===== src/rtl/dmem_arbiter.sv =====
// Two-port arbiter for a single-port 16-bit data memory (round-robin, bounded bursts).
// Latency: grant 1 cycle after req from IDLE; read data/rvalid registered 1 cycle after gnt.
// Backpressure: a request holds until gnt; a non-owner waits for the owner to release or hit MAX_BURST.
module dmem_arbiter #(
    parameter int ADDR_W    = 16,
    parameter int DATA_W    = 16,
    parameter int MAX_BURST = 4
) (
    input  logic              clk,
    input  logic              rst_n,
    input  logic              req0,
    input  logic              we0,
    input  logic [ADDR_W-1:0] addr0,
    input  logic [DATA_W-1:0] wdata0,
    output logic              gnt0,
    output logic [DATA_W-1:0] rdata0,
    output logic              rvalid0,
    input  logic              req1,
    input  logic              we1,
    input  logic [ADDR_W-1:0] addr1,
    input  logic [DATA_W-1:0] wdata1,
    output logic              gnt1,
    output logic [DATA_W-1:0] rdata1,
    output logic              rvalid1,
    output logic [ADDR_W-1:0] mem_access_addr,
    output logic [DATA_W-1:0] mem_write_data,
    output logic              mem_write_en,
    output logic              mem_read,
    input  logic [DATA_W-1:0] mem_read_data
);

    localparam logic [1:0] IDLE = 2'd0;
    localparam logic [1:0] OWN0 = 2'd1;
    localparam logic [1:0] OWN1 = 2'd2;

    localparam int CNT_W = $clog2(MAX_BURST + 1);
    localparam logic [CNT_W-1:0] MAX_CNT   = CNT_W'(MAX_BURST);
    localparam logic [CNT_W:0]   BURST_LIM = (CNT_W + 1)'(MAX_BURST);
    localparam logic [CNT_W:0]   ONE       = (CNT_W + 1)'(1);

    logic [1:0]       state, state_nxt;
    logic             rr_last, rr_nxt;
    logic [CNT_W-1:0] burst_cnt, cnt_nxt;
    logic [CNT_W:0]   cnt_inc;
    logic             burst_done;
    logic             own_req, oth_req;
    logic [1:0]       oth_state;

    assign gnt0 = (state == OWN0) && req0;
    assign gnt1 = (state == OWN1) && req1;

    always_comb begin
        mem_access_addr = '0;
        mem_write_data  = '0;
        mem_write_en    = 1'b0;
        mem_read        = 1'b0;
        if (gnt0) begin
            mem_access_addr = addr0;
            mem_write_data  = wdata0;
            mem_write_en    = we0;
            mem_read        = ~we0;
        end else if (gnt1) begin
            mem_access_addr = addr1;
            mem_write_data  = wdata1;
            mem_write_en    = we1;
            mem_read        = ~we1;
        end
    end

    assign own_req    = (state == OWN0) ? req0 : req1;
    assign oth_req    = (state == OWN0) ? req1 : req0;
    assign oth_state  = (state == OWN0) ? OWN1 : OWN0;
    assign cnt_inc    = {1'b0, burst_cnt} + ONE;
    // >= so a counter saturated during an uncontested run still forces a handover.
    assign burst_done = (cnt_inc >= BURST_LIM);

    always_comb begin
        state_nxt = state;
        cnt_nxt   = burst_cnt;
        rr_nxt    = rr_last;
        case (state)
            IDLE: begin
                if (req0 && (!req1 || rr_last)) state_nxt = OWN0;
                else if (req1)                  state_nxt = OWN1;
            end
            OWN0, OWN1: begin
                if (!own_req) begin
                    cnt_nxt   = '0;
                    state_nxt = oth_req ? oth_state : IDLE;
                end else begin
                    rr_nxt = (state == OWN1);
                    if (oth_req && burst_done) begin
                        state_nxt = oth_state;
                        cnt_nxt   = '0;
                    end else if (burst_cnt != MAX_CNT) begin
                        cnt_nxt = cnt_inc[CNT_W-1:0];
                    end
                end
            end
            default: state_nxt = IDLE;
        endcase
    end

    always_ff @(posedge clk or negedge rst_n) begin
        if (!rst_n) begin
            state     <= IDLE;
            rr_last   <= 1'b1;
            burst_cnt <= '0;
        end else begin
            state     <= state_nxt;
            rr_last   <= rr_nxt;
            burst_cnt <= cnt_nxt;
        end
    end

    always_ff @(posedge clk or negedge rst_n) begin
        if (!rst_n) begin
            rvalid0 <= 1'b0;
            rvalid1 <= 1'b0;
            rdata0  <= '0;
            rdata1  <= '0;
        end else begin
            rvalid0 <= gnt0 && !we0;
            rvalid1 <= gnt1 && !we1;
            if (gnt0 && !we0) rdata0 <= mem_read_data;
            if (gnt1 && !we1) rdata1 <= mem_read_data;
        end
    end

endmodule


===== config.mk =====
export PLATFORM = sky130hd
export DESIGN_NAME = dmem_arbiter
export DESIGN_NICKNAME = d
export VERILOG_FILES = /design/src/rtl/dmem_arbiter.sv
export SDC_FILE = /design/constraint.sdc
export NUM_CORES = 1
export LEC_CHECK = 0
export BUFFER_PORTS_ARGS = -buffer_cell sky130_fd_sc_hd__buf_2
export CORE_MARGIN = 2
export CORE_UTILIZATION = 40
export DETAILED_ROUTE_END_ITERATION = 10
export PLACE_DENSITY = 0.79
export SYNTH_ARGS = -nofsm -noshare
export SYNTH_HDL_FRONTEND = slang
export SYNTH_SLANG_ARGS = --single-unit
export TNS_END_PERCENT = 20

===== constraint.sdc =====
create_clock -name clk -period 2.2 [get_ports clk]
set_input_delay 0 -clock clk [delete_from_list [all_inputs] [get_ports clk]]
set_output_delay 0 -clock clk [all_outputs]
set_load 0.01 [all_outputs]

==> summary.md <==
| Metric | Value |
|---|---|
| Drt initial violations | `115` |
| Final setup TNS | `0 ps` |
| Core area | `0.00520 sq mm` |
| Routability cong. | `0.798` |
| CP Launch Type | `flop` |
| Req. time, crit path | `2200 ps` |
| Ports | `156` |
| Row Count | `26` |
| Syn Nets | `307` |
| Nets | `476` |
| Simple-gate share of the synthesized area | `0.147` |
| Mux contribution to synthesized area | `0.111` |
| Root Buffer | `clkbuf_8` |
| Crit path cell chain | `inv_1, ha_1, and2_2, nor2_2, buf_6, a22o_1, buf_2` |
| Final setup violating endpoints | `0` |
| Die W | `78.1 um` |
| Cell Count, Final, Fillers Out | `455` |
| Post-CTS Setup Repair Bufs | `0` |
| Slew HR | `0.425` |
| Crit Path Max Fanout | `33` |
| Max Slew Vio Count | `0` |
| Synth Warn # | `0` |
| First-pass GRT wire length | `11.4 mm` |
| Worst Path Arrival | `2030 ps` |
| RSZ-0062 raised after global routing | `no` |
| Die height | `78.1 um` |
| Post-synthesis cell count | `214` |
| DRC | `0` |
| Worst Hold Launch | `we0` |
| Hold Fails Final Rpt | `0` |
| R2R Path Start | `state[1]` |
| Max_cap viols | `0` |
| Buffer and inverter count on the worst path | `3` |
| Via count | `2306` |
| Fillcell total | `431` |
| Vias per cell | `5.07` |
| Initial core utilization | `0.422` |
| Worst-Margin Slew | `863 ps` |
| Final wirelength | `7.40 mm` |
| CTS tree | `yes` |
| Initial antenna violation count | `1` |
| Worst-path clk slew | `80 ps` |
| Vias in the first global route | `2334` |
| Worst Setup End Kind | `primary output` |
| Post-synth EDFFs | `0` |
| Max stage delay cell, worst path | `dfrtp_1` |
| TritonCTS Buffers | `5` |
| Placed inst area | `0.00301 sq mm` |
| Total congestion overflow | `0` |
| Design area | `0.00328 sq mm` |
| Hold Crit Class | `primary input to flop` |
| Post-synth ARST share | `1.00` |
| Share of cells above drive strength 1 | `0.497` |
| H-Tree Level Count | `2` |
| Register-to-register setup slack | `330 ps` |
| Synthesized flop and latch total | `40` |
| Largest net degree at the start of global routing | `41` |
| 1st-pass router iterations | `5` |
| Worst IR drop on VDD | `0.817 mV` |
| Clock Latency Late Sink | `290 ps` |
| Worst hold slack | `190 ps` |
| Cell area after synthesis | `0.00219 sq mm` |
| Clock Skews | `6.20 ps` |
| Status | `completed` |
| Fmax | `494 MHz` |
| Placed insts | `429` |
| P per Cell Area | `1150 mW/mm^2` |
| Area grow syn2layout | `49.4%` |
| Worst Setup Path Type | `flop to primary output` |
| Avg Inst Size Synth | `10.3 sq um` |
| Total power | `3.78 mW` |
| Post-synthesis sequential area ratio | `0.457` |
| Primary FF master, synth | `dfrtp_1` |
| Xor/xnor share of the synthesized area | `0` |
| Yosys cell types | `39` |
| Final min period | `2030 ps` |
| Crit. Startpoint | `state[1]` |
| Largest family of logic cells by synthesized area | `compound AO/OA/AOI/OAI gates` |
| Post-detail-place hpwl | `5.61 mm` |
| All-layer global routing usage | `0.240` |
| # port buffers | `155` |
| Leakage | `1.87 nW` |
| Routed Antenna Nets | `0` |
| Full die area | `0.00609 sq mm` |
| Adder-cell share of the synthesized area | `0.0399` |
| Clock sink count | `40` |
| CP peak stage delay | `400 ps` |
| Drt wl/cell | `16.3 um` |
| Top Family by Delay on Critical Path | `buffers and inverters` |
| Part of the cycle the worst path needs | `0.921` |
| Synth Area in Compound Gates | `0.191` |
| Clk buf depth | `2` |
state kept, by name (all words and copies together), names as in the netlist:
name and flops:
burst_cnt 3, rdata0 16, rdata1 16, rr_last 1
rvalid0 1, rvalid1 1, state 2
synth_stat cells (all sizes together) (2+ instances only):
library cell	number	area [sq um]
mux2	18	233
inv	9	33.8
ha	7	87.6
and2	2	13.8
o21ai	2	10.0
a31oi	2	12.5
a22o	33	289
o221ai	2	17.5
nand2b	5	33.8
dfrtp	39	976
buf	12	78.8
nand2	53	199
clkbuf	2	7.51
nor2b	3	18.8
nor2	3	13.8
a21oi	4	20.0
nand3	2	10.0
metal layers:
layer	wire [um]	GRT usage	vias to the layer above
li1	-	-	1093
met1	2570	0.230	1081
met2	4060	0.481	113
met3	501	0.0460	19
met4	274	0.118	0
met5	0	0	-
cell type report:
type                       count  area (sq um)  share of cell area
multi-input combinational    151          1070               0.328
sequential                    40          1000               0.306
timing repair buffer         176           996               0.304
tap                           70          87.6              0.0267
clock buffer                   7          76.3              0.0233
inverter                       9          33.8              0.0103
clock inverter                 1          5.00             0.00153
antenna                        1          2.50            0.000763
repair_timing:
| item | CTS | global route |
|---|---|---|
| endpoints found under the hold margin | 71 | 0 |
| hold buffers | 17 | 0 |
| setup endpoints to repair | 0 | 5 |
| resized for setup | 0 | 3 |
cell usage in the layout, fill, tap and decap left out, drive strengths merged, types with 2 or more instances in the layout:
cell type / instances
a31oi: 2
nand3: 2
o221ai: 2
ha: 7
mux2: 18
a22o: 33
nand2: 53
dlygate4sd3: 17
dfrtp: 39
inv: 9
nor2b: 3
buf: 159
nand2b: 5
a21oi: 4
clkbuf: 7
and2: 2
nor2: 3
o21ai: 2
stage by stage:
stage	worst slack [ps]	utilization
2_1_floorplan	460	-
3_3_place_gp	446	0.579
3_5_place_dp	338	0.579
4_1_cts	110	0.627
5_1_grt	37.3	0.630
6_report	174	0.630
cells by family after synthesis:
family	Yosys count
DFF	40
adders and majority gates	7
AOI/OAI and AO/OA	52
muxes	19
buffers and inverters	23
and+or+nand+nor	73
path summary, 6_finish.rpt:
check	endpoint	depth (start not counted)
max in group asynchronous	rdata1[7]	2
worst max register to register	state[0]	6
worst min-delay path	rvalid0	4
worst min register to register	rdata1[11]	2
worst max-delay path	mem_write_data[7]	7
min in group asynchronous	rdata0[11]	2
worst min-delay path: stages:
cell and delay [ps]:
buf_2 100, nand2b_2 130, buf_12 170, inv_1 50
power by group:
| part | internal (mW) | switching [mW] |
|---|---|---|
| Clock | 0.222 | 0.242 |
| Sequential | 1.09 | 0.225 |
| Combinational | 0.961 | 1.04 |
(Power assumes the default switching activity.)
